===== src/rtl/purse_deploy_ctrl.sv =====
// Battle-screen economy: periodic income up to a level-dependent purse cap,
// deploy/upgrade purchase arbitration and per-slot deploy cooldowns.
module purse_deploy_ctrl #(
  parameter int MONEY_W   = 15,
  parameter int NUM_SLOTS = 8,
  parameter int SLOT_W    = 3,
  parameter int LEVELS    = 8,
  parameter int LVL_W     = 3,
  parameter int CD_W      = 8,
  parameter int TICK_DIV  = 10000000,
  parameter int INC_BASE  = 1,
  parameter int INC_STEP  = 1
) (
  input  logic                           clk,
  input  logic                           rst_n,
  input  logic                           enable,
  input  logic                           start,
  input  logic                           deploy_req,
  input  logic [SLOT_W-1:0]              deploy_slot,
  input  logic                           upgrade_req,
  input  logic [NUM_SLOTS*MONEY_W-1:0]   cost_tbl,
  input  logic [NUM_SLOTS*CD_W-1:0]      cd_tbl,
  input  logic [LEVELS*MONEY_W-1:0]      max_tbl,
  input  logic [LEVELS*MONEY_W-1:0]      upg_tbl,
  output logic [MONEY_W-1:0]             money,
  output logic [LVL_W-1:0]               level,
  output logic                           deploy_ack,
  output logic                           deploy_nack,
  output logic                           upgrade_ack,
  output logic                           upgrade_nack,
  output logic [NUM_SLOTS-1:0]           slot_ready,
  output logic                           upgrade_ready,
  output logic                           tick
);

  // state   | meaning
  // ST_RUN  | enable=1: tick counter runs, requests evaluated
  // ST_HOLD | enable=0: everything frozen, requests ignored
  typedef enum logic {ST_RUN, ST_HOLD} mode_e;

  localparam int SUM_W = MONEY_W + 2;
  localparam int CNT_W = $clog2(TICK_DIV + 1);

  mode_e              mode;
  logic [MONEY_W-1:0] money_q, money_d;
  logic [LVL_W-1:0]   level_q, level_d;
  logic [CD_W-1:0]    cd_q [NUM_SLOTS];
  logic [CD_W-1:0]    cd_d [NUM_SLOTS];
  logic [CNT_W-1:0]   cnt_q, cnt_d;
  logic               dack_q, dack_d, dnack_q, dnack_d;
  logic               uack_q, uack_d, unack_q, unack_d;

  logic               act, tick_ev, slot_ok, dep_ok, upg_can, upg_ok;
  logic [MONEY_W-1:0] cost_sel, upg_price, spend, cap;
  logic [CD_W-1:0]    cd_load, cd_cur;
  logic [LVL_W-1:0]   level_nxt;
  logic [SUM_W-1:0]   income, sum;

  assign mode = enable ? ST_RUN : ST_HOLD;

  always_comb begin
    cost_sel = '0;
    cd_load  = '0;
    cd_cur   = '0;
    slot_ok  = 1'b0;
    // slot index may address past NUM_SLOTS; those requests are refused
    for (int i = 0; i < NUM_SLOTS; i++) begin
      if (deploy_slot == SLOT_W'(i)) begin
        slot_ok  = 1'b1;
        cost_sel = cost_tbl[i*MONEY_W +: MONEY_W];
        cd_load  = cd_tbl[i*CD_W +: CD_W];
        cd_cur   = cd_q[i];
      end
    end

    act       = (mode == ST_RUN) && !start;
    tick_ev   = act && (cnt_q == CNT_W'(TICK_DIV - 1));
    upg_price = upg_tbl[level_q*MONEY_W +: MONEY_W];
    upg_can   = (level_q < LVL_W'(LEVELS - 1)) && (money_q >= upg_price);
    dep_ok    = act && deploy_req && slot_ok && (cd_cur == '0) && (money_q >= cost_sel);
    upg_ok    = act && upgrade_req && !deploy_req && upg_can;

    level_nxt = level_q + LVL_W'(upg_ok);
    spend     = dep_ok ? cost_sel : (upg_ok ? upg_price : '0);
    income    = SUM_W'(INC_BASE) + SUM_W'(level_q) * SUM_W'(INC_STEP);
    sum       = {2'b00, money_q} - {2'b00, spend} + (tick_ev ? income : '0);
    cap       = max_tbl[level_nxt*MONEY_W +: MONEY_W];

    money_d = (sum > {2'b00, cap}) ? cap : sum[MONEY_W-1:0];
    level_d = level_nxt;
    cnt_d   = cnt_q;
    if (act) cnt_d = tick_ev ? '0 : cnt_q + 1'b1;

    // a fresh load on deploy wins over the tick decrement of the same slot
    for (int i = 0; i < NUM_SLOTS; i++) begin
      cd_d[i] = cd_q[i];
      if (tick_ev && (cd_q[i] != '0)) cd_d[i] = cd_q[i] - 1'b1;
      if (dep_ok && (deploy_slot == SLOT_W'(i))) cd_d[i] = cd_load;
    end

    dack_d  = dep_ok;
    dnack_d = act && deploy_req && !dep_ok;
    uack_d  = upg_ok;
    unack_d = act && upgrade_req && !upg_ok;

    if (start) begin
      money_d = '0;
      level_d = '0;
      cnt_d   = '0;
      for (int i = 0; i < NUM_SLOTS; i++) cd_d[i] = '0;
    end
  end

  always_ff @(posedge clk) begin
    if (!rst_n) begin
      money_q <= '0;
      level_q <= '0;
      cnt_q   <= '0;
      for (int i = 0; i < NUM_SLOTS; i++) cd_q[i] <= '0;
      dack_q  <= 1'b0;
      dnack_q <= 1'b0;
      uack_q  <= 1'b0;
      unack_q <= 1'b0;
    end else begin
      money_q <= money_d;
      level_q <= level_d;
      cnt_q   <= cnt_d;
      for (int i = 0; i < NUM_SLOTS; i++) cd_q[i] <= cd_d[i];
      dack_q  <= dack_d;
      dnack_q <= dnack_d;
      uack_q  <= uack_d;
      unack_q <= unack_d;
    end
  end

  always_comb begin
    for (int i = 0; i < NUM_SLOTS; i++)
      slot_ready[i] = (cd_q[i] == '0) && (money_q >= cost_tbl[i*MONEY_W +: MONEY_W]);
  end

  assign money         = money_q;
  assign level         = level_q;
  assign deploy_ack    = dack_q;
  assign deploy_nack   = dnack_q;
  assign upgrade_ack   = uack_q;
  assign upgrade_nack  = unack_q;
  assign upgrade_ready = upg_can;
  assign tick          = tick_ev && rst_n;

endmodule


===== config.mk =====
export PLATFORM = sky130hd
export DESIGN_NAME = purse_deploy_ctrl
export DESIGN_NICKNAME = d
export VERILOG_FILES = /design/src/rtl/purse_deploy_ctrl.sv
export SDC_FILE = /design/constraint.sdc
export NUM_CORES = 1
export LEC_CHECK = 0
export BUFFER_PORTS_ARGS = -buffer_cell sky130_fd_sc_hd__buf_4
export CORE_AREA = 2 2 179 181
export DETAILED_ROUTE_END_ITERATION = 10
export DIE_AREA = 0 0 181 183
export GPL_ROUTABILITY_DRIVEN = 0
export GPL_TIMING_DRIVEN = 0
export PLACE_DENSITY = 0.71
export SLEW_MARGIN = 20
export SYNTH_ARGS = -nofsm -noshare
export SYNTH_HDL_FRONTEND = slang
export SYNTH_SLANG_ARGS = --single-unit

===== constraint.sdc =====
create_clock -name clk -period 25.5 [get_ports clk]
set_input_delay 2.55 -clock clk [delete_from_list [all_inputs] [get_ports clk]]
set_output_delay 2.55 -clock clk [all_outputs]
set_load 0.01 [all_outputs]

# Yosys cells after proc, flatten, opt, wreduce, memory -nomap -nowiden
# Memory sizes are Yosys's and may differ from the RTL's.
# Cells that the tools add are included.
word_totals:
  ramBits: 64
  ff_bits: 46
  mem_count: 1
  inputBits: 433
mem_list:
  columns: ["name", "depth", "word_bits", "read_ports", "rd_clocked_by_memory_dff", "wr", "line", "rtl"]
  rows:
  - ["cd_q", 8, 8, 8, 0, 8, "47", "logic [CD_W-1:0] cd_q [NUM_SLOTS];"]
op_classes:
  eq_ne: 8
  bitwise: 9
  addsub: 13
  n_mux: 64
  n_shift: 2
  reduce_logical: 60
  magnitude_cmp: 12
  n_mul: 2
ops:
  columns: ["cell", "n"]
  rows:
  - ["$mux 8", 40]
  - ["$shiftx 120x8->15", 2]
  - ["$mux 15", 11]
  - ["$ge 15x15->1", 10]
  - ["$logic_not 8->1", 9]
  - ["$mux 64", 1]
  - ["$reduce_bool 8->1", 8]
  - ["$sub 8x1->8 const B", 8]
  - ["$logic_and 1x1->1", 37]
  - ["$add 24x1->24 const B", 1]
  - ["$eq 24x24->1 const B", 1]
  - ["$mux 24", 1]
  - ["$add 16x5->17", 1]
  - ["$gt 17x15->1", 1]
  - ["$sub 15x15->16", 1]
  - ["$mul 3x4->7 const B", 2]
  - ["$eq 3x3->1 const B", 4]
  - ["$mux 1", 10]
  - ["$or 1x1->1", 8]
  - ["$eq 3x2->1 const B", 2]
  - ["$add 1x3->4 const A", 1]
  - ["$logic_not 1->1", 4]
  - ["$mux 4", 1]
  - ["$add 3x1->3", 1]
  - ["other kinds (5)", 5]

# Logic depth before layout (Yosys ltp)
# Gate-level depths: netlist of the first run.
depth:
  ltp_word: 17
  ltp_mapped: 38

# Least setup slack after synthesis of the first run
# Ideal clock, no wire load.
synth_timing:
  path_kind: "input-to-reg"
  from: "input port deploy_slot[0]"
  to: "register money_q[7], in the netlist money[7]"
  path_buffers: 5
  path_stages: 37
  path_slack_ps: 15206
  t_arrival_ps: 10151
  setup_time_ps: 143
  t_required_ps: 25357
  path_cell_list: "buf_2 buf_1 buf_1 mux4_2 mux2i_1 ha_1 a21o_1 a21o_1 a21o_1 a21o_1 a21oi_1 o21ai_1 nand4_1 clkbuf_1 o22a_1 ha_1 nor2b_1 o21a_1 nor2_1 xnor2_1 ha_1 inv_1 o21bai_1 and4_1 and3_1 nand2_1 xnor2_1 ha_1 nand4_1 a21oi_1 a2111oi_0 a31o_2 or3b_1 mux2_4 buf_6 nor2_1 a211oi_2"
synth_via:
  elab_chain_cells: 17
synth_rtl:
  columns: ["element", "line", "rtl"]
  rows:
  - ["start: declaration", "19", "input logic [SLOT_W-1:0] deploy_slot,"]
  - ["branches (longest 12 deep; another with $ge 15x15->1)", null, null]
  - ["$mux 15 *", "84", "spend = dep_ok ? cost_sel : (upg_ok ? upg_price : '0);"]
  - ["$sub 15x15->16 *", "86", "sum = {2'b00, money_q} - {2'b00, spend} + (tick_ev ? income : '0);"]
  - ["$add 16x5->17 *", "86", null]
  - ["$gt 17x15->1", "89", "money_d = (sum > {2'b00, cap}) ? cap : sum[MONEY_W-1:0];"]
  - ["$mux 15 *", "89", null]
  - ["end signal: assignment", "125", "money_q <= money_d;"]
  - ["end: declaration", "45", "logic [MONEY_W-1:0] money_q, money_d;"]
# Mark *: on every way between the ends.
# A chain may end at the register's enable or synchronous reset.

# Worst setup path in the final report of the first run
layout_timing:
  from: "input port deploy_slot[0]"
  to: "register money_q[13], in the netlist money[13]"
# Same word-level chain as after synthesis.

==> results of run 1 <==
-- worst min-delay path by stage --
stage               startpoint         to  slack [ns]  cells after the start
detailed placement   cnt_q[23]  cnt_q[23]        0.50                      2
global placement      cnt_q[1]   cnt_q[1]        0.48                      2
CTS                   cnt_q[1]   cnt_q[1]        0.51                      2
finish                cnt_q[1]   cnt_q[1]        0.52                      2
global route          cnt_q[1]   cnt_q[1]        0.53                      2
floorplan             cnt_q[1]   cnt_q[1]        0.46                      2
-- final cells by class --
cell class	instances	area (um^2)
plain buffers	56	230
flip-flops and latches	110	2200
multi-input cells	1204	10700
well taps	402	503
clock inverters	5	42.5
inverters	148	556
clock buffers	10	239
repair buffers	464	3480
fillers	2794	13300
-- metal layers --
metal | global-route usage, % | part of all wire (%) | up-vias
li1 | - | - | 6590
met1 | 35.9 | 40 | 6634
met2 | 52.1 | 48 | 580
met3 | 5.56 | 6.9 | 111
met4 | 13.4 | 4.5 | 0
met5 | 0 | 0 | -
-- through the flow --
step	hold WS, ns	setup slack [ns]	cells	util (%)	instance area [um^2]
2_1_floorplan	0.462	15.21	1518	-	13700
3_3_place_gp	0.477	13.20	2384	56.6	17700
3_5_place_dp	0.498	13.03	2384	56.6	17700
4_1_cts	0.512	13.36	2399	57.5	18000
5_1_grt	0.534	12.81	2399	57.5	18000
6_report	0.517	13.42	2399	57.5	18000
-- cell usage in the layout (no fill, tap or decap), drive strengths merged, types with 7 or more instances in the layout --
cell type	n
buf	483
ha	204
inv	150
dfxtp	110
mux4	106
nor2	102
nand3	95
o21ai	91
nand2	73
a21oi	58
xnor2	56
mux2i	51
xor2	47
clkbuf	47
nand4	30
nor2b	27
nand2b	27
nor3	23
a211oi	23
a21o	22
nor4	21
o21a	20
o22a	14
mux2	13
and3	11
a31oi	10
and4	9
o21bai	7
-- report_power, final --
group	leakage, nW	switching (mW)	internal [mW]
combinational	7.33	0.283	0.250
sequential	0.888	0.0282	0.178
clock	0.141	0.0680	0.0698
total	8.36	0.379	0.498
-- state kept, by name (all words and copies together) (netlist names) --
name,count
cnt_q,24
cd_q,64
level,3
deploy_nack,1
upgrade_ack,1
upgrade_nack,1
money,15
deploy_ack,1
-- cell families after synthesis --
| group | count (synthesis) |
|---|---|
| buffers and inverters | 204 |
| adders and majority gates | 206 |
| and+or+nand+nor | 450 |
| muxes | 170 |
| AOI/OAI and AO/OA | 275 |
| DFF | 110 |
| xor gates and xnor gates | 103 |
-- worst register-to-register path: cells and delay by family, from the launching register on --
| kind | cells | cell delay [ns] |
|---|---|---|
| mux | 5 | 2.28 |
| buf+inv | 7 | 2.80 |
| flops | 1 | 0.45 |
| compound gates | 11 | 1.85 |
| simple gates | 5 | 1.10 |
| fa+ha+maj | 3 | 1.06 |
==> impl_metrics.tcl, run 1 <==
set metrics [dict create \
    crit_path_start_kind "input pin" \
    cts.clk_slew.worst_paths_ns 0.07 \
    maxSlewViolCount 0 \
    synth_cell_types 65 \
    startpoint "deploy_slot[0]" \
    reg2regPathDepth 31 \
    syn-instance-count 1518 \
    synth-seq-cells 110 \
    grt_pass1_vias 14357 \
    rsz0062_at_grt "false" \
    path_buf_inv 8 \
    endpoint "money[13]" \
    diodes 0 \
    r2r_end "money[13]" \
    yosysTopAreaCellShare_pct 18.6 \
    synthArstFlopShare_pct 0 \
    drt_wl_total_um 50500 \
    critPathSlowestCell "buf_1" \
    yosysTopAreaCell "ha_1" \
    cpMostUsedCell "a21o_1" \
    syn-num-nets 2157 \
    max_stage_delay_ns 0.73 \
    port_buffers 464 \
    die_y_um 183 \
    clock_latency_ns 0.36 \
    vias 13915 \
    p_leak_nw 8.36 \
    gr-total-overflow 0 \
    cp_max_fo 10 \
    die_width_um 181 \
    required_ns 25.72 \
    synth.avg_cell_area_um2 9.02 \
    synth_edf_count 0 \
    fin_skew_ns 0.00864 \
    nets 2632 \
    grt_usage_pct 29.9 \
    core_area_um2 31200 \
    max_freq_mhz 82.8 \
    power_uw 877 \
    rr_startpoint "level[0]" \
    syn2layout_area_growth_pct 31.2 \
    firstDrtPassIters 5 \
    run_status "finished clean" \
    synthMuxAreaShare_pct 22.3 \
    end_kind "register" \
    setup_tns_ns 0 \
    synth_top_flop_cell "dfxtp_1" \
    finalHoldViolations 0 \
    cts.sinks 110 \
    grt_pass1_wl_um 77300 \
    antenna_found_initial 0 \
    routedWlPerCell_um 21.0 \
    yosys.area_share.simple_pct 16.9 \
    cp_top_family "compound AO/OA/AOI/OAI gates" \
    pwr_density_cell_nw_per_um2 48.8 \
    ios 465 \
    synth_seq_area_share_pct 16.1 \
    fin_crit_ns 12.08 \
    synth_area_leaders "ha_1 (19%), mux4_2 (17%), dfxtp_1 (16%), inv_1 (4.1%), mux2i_1 (3.7%)" \
    synth_most_common_cell "ha_1" \
    holdBufCountCts 0 \
    critPathKind "in2reg" \
    synth_compound_area_share_pct 13.4 \
    fin_crit_sh_pct 47.4 \
    grt_max_degree 19 \
    drt_iter0_markers 1064 \
    synth_top_family_by_area "multiplexers" \
    start_util_pct 43.8 \
    synthXorXnorAreaFrac_pct 6.70 \
    cts_buffers 9 \
    rows 65 \
    arrival_ns 12.30 \
    drc_errors 0 \
    synth_common_cells "ha_1 (204), inv_1 (148), dfxtp_1 (110), mux4_2 (106), nor2_1 (99)" \
    viasPerCell 5.80 \
    post_cts_resized 0 \
    synth_fa_ha_area_share_pct 18.9 \
    r2r_slack_ns 15.85 \
    slew-limit-headroom_pct 36.8 \
    clockBufferDepth 2 \
    irDropWorstVdd_mv 0.0404 \
    tritoncts "built" \
    yosys_warnings 0 \
    hold_path.class "reg2reg" \
    root_buffer "clkbuf_16" \
    cp.depth 38 \
    dp_hpwl_um 43100 \
    cts_max_level 3 \
    max-cap-violations 0 \
    worstMarginPinSlew_ns 0.949 \
    fp.dieArea_um2 33100 \
    post-cts-setup-buffer-count 0 \
    synthesis.area_um2 13700 \
    postRouteAntennaNets 0 \
    setup_viol 0 \
    drive_gt1_share_pct 31.7 \
]
(Power assumes the default switching activity.)
==> inputs of run 2 (changes only) <==
--- a/config.mk
+++ b/config.mk
@@ -6,9 +6,9 @@
 export NUM_CORES = 1
 export LEC_CHECK = 0
 export BUFFER_PORTS_ARGS = -buffer_cell sky130_fd_sc_hd__buf_4
-export CORE_AREA = 2 2 179 181
+export CORE_AREA = 2 2 183 185
 export DETAILED_ROUTE_END_ITERATION = 10
-export DIE_AREA = 0 0 181 183
+export DIE_AREA = 0 0 185 187
 export GPL_ROUTABILITY_DRIVEN = 0
 export GPL_TIMING_DRIVEN = 0
 export PLACE_DENSITY = 0.71
==> constraint.sdc (replaced) <==
create_clock -name clk -period 11 [get_ports clk]
set_input_delay 1.1 -clock clk [delete_from_list [all_inputs] [get_ports clk]]
set_output_delay 1.1 -clock clk [all_outputs]
set_load 0.01 [all_outputs]
==> impl_metrics.tcl, run 2 (same netlist as run 1, synthesis figures left out) <==
set metrics [dict create \
    tritoncts "built" \
    drive_gt1_share_pct 31.9 \
    cp_max_fo 10 \
    grt_pass1_vias 14518 \
    antenna_found_initial 1 \
    max_stage_delay_ns 0.56 \
    fin_crit_ns 10.37 \
    seq_power_share_pct 23.8 \
    required_ns 11.27 \
    switching_power_uw 872 \
    root_buffer "clkbuf_16" \
    fp.dieArea_um2 34600 \
    cts.sinks 110 \
    cp_top_family "compound AO/OA/AOI/OAI gates" \
    cts_max_level 3 \
    fillers 3072 \
    p_leak_nw 8.37 \
    r2r_end "money[8]" \
    run_status "finished clean" \
    min_delay_worst_endpoint "cnt_q[1]" \
    combPwrFrac_pct 61.2 \
    die_width_um 185 \
    dp_hpwl_um 43400 \
    critPathKind "in2reg" \
    port_buffers 464 \
    worstMarginPinSlew_ns 0.904 \
    drt_wl_total_um 50800 \
    viasPerCell 5.74 \
    largest_register "cd_q" \
    max_freq_mhz 96.4 \
    clock_latency_ns 0.36 \
    slew-limit-headroom_pct 39.7 \
    pwr-share-clk_pct 15.0 \
    path_buf_inv 9 \
    p_sw_share_pct 43.2 \
    finalInstanceArea_um2 18000 \
    hold_path.class "reg2reg" \
    fin_crit_sh_pct 94.3 \
    rows 67 \
    max-cap-violations 0 \
    crit_path_start_kind "input pin" \
    irDropWorstVdd_mv 0.103 \
    ios 465 \
    rsz0062_at_grt "false" \
    pwr_density_cell_nw_per_um2 112 \
    core_area_um2 32900 \
    r2r_slack_ns 1.35 \
    holdBufCountCts 0 \
    final_core_util_pct 54.8 \
    startpoint "deploy_slot[0]" \
    gr-total-overflow 0 \
    nets 2635 \
    drt_iter0_markers 906 \
    grt_pass1_wl_um 78300 \
    postRouteAntennaNets 0 \
    placed_area_um2 17700 \
    die_y_um 187 \
    routedWlPerCell_um 20.7 \
    drc_errors 0 \
    min_from "cnt_q[1]" \
    holdWs_ns 0.514 \
    maxSlewViolCount 0 \
    reg2regPathDepth 30 \
    fin_skew_ns 0.0122 \
    cts_buffers 9 \
    end_kind "register" \
    largest_reg_flops 64 \
    start_util_pct 41.7 \
    cts.clk_slew.worst_paths_ns 0.07 \
    vias 14042 \
    setup_tns_ns 0 \
    grt_usage_pct 29.1 \
    firstDrtPassIters 6 \
    layout_commonest_cell "buf_4" \
    finalHoldViolations 0 \
    p_int_mw 1.15 \
    rr_startpoint "level[0]" \
    critPathSlowestCell "buf_1" \
    cp.depth 39 \
    arrival_ns 10.64 \
    grt_max_degree 18 \
    clockBufferDepth 2 \
    hold_depth 2 \
    setup_viol 0 \
    syn2layout_area_growth_pct 31.7 \
    layout_common_cells "buf_4 (467), ha_1 (204), inv_1 (148)" \
]
-- run 2: changes by cell type in the layout (fill, tap and decap cells not counted), sizes merged --
| cell | delta |
|---|---|
| buf | +1 |
| clkbuf | +1 |
| diode | +1 |
-- run 2: through the flow --
step           instances  power (mW)  worst slack [ns]
2_1_floorplan       1518        1.29              2.16
3_5_place_dp        2430        1.70            -0.326
5_1_grt             2448        2.18            0.0169
4_1_cts             2444        2.01            0.0296
6_report            2448        2.02             0.632
3_3_place_gp        2430        1.66            -0.134
-- run 2: area by class of cell --
class                      instances  area [um^2]  area share, %
antenna                            1         2.50         0.0139
buffer                            56          234           1.30
clock buffer                       9          225           1.25
clock inverter                     5         36.3          0.201
inverter                         148          556           3.08
multi-input combinational       1204        10700           59.4
sequential                       110         2200           12.2
tap                              448          561           3.11
timing repair buffer             467         3510           19.5
-- run 2: tightest hold or removal path, stage by stage (launching register included) --
cell,delay (ns)
dfxtp_1,0.33
nand2b_1,0.07
a21oi_1,0.06
-- run 2: routing by layer --
layer / global-route usage, % / wire, um
met5: 0 / 0
met4: 10.9 / 1860
met2: 50.8 / 24900
met3: 4.19 / 3350
met1: 36.0 / 20600
-- run 2: worst max-delay path by stage --
stage,to,slack (ns)
2_1_floorplan,money[7],2.16
3_3_place_gp,money[14],-0.13
3_5_place_dp,money[8],-0.33
4_1_cts,money[8],0.03
5_1_grt,money[8],0.02
6_report,money[8],0.63
-- run 2: timing repair --
action,CTS,global route
buffers inserted,0,3
gates resized for setup,0,6
setup endpoints to repair,0,15
-- run 2: power by group through the flow --
stage / sequential, mW / clock (mW) / combinational (mW)
after global placement: 0.486 / 0 / 1.18
after global routing: 0.483 / 0.322 / 1.37
after floorplan: 0.464 / 0 / 0.824
after CTS: 0.478 / 0.306 / 1.22
final: 0.480 / 0.303 / 1.23
after detailed placement: 0.487 / 0 / 1.22
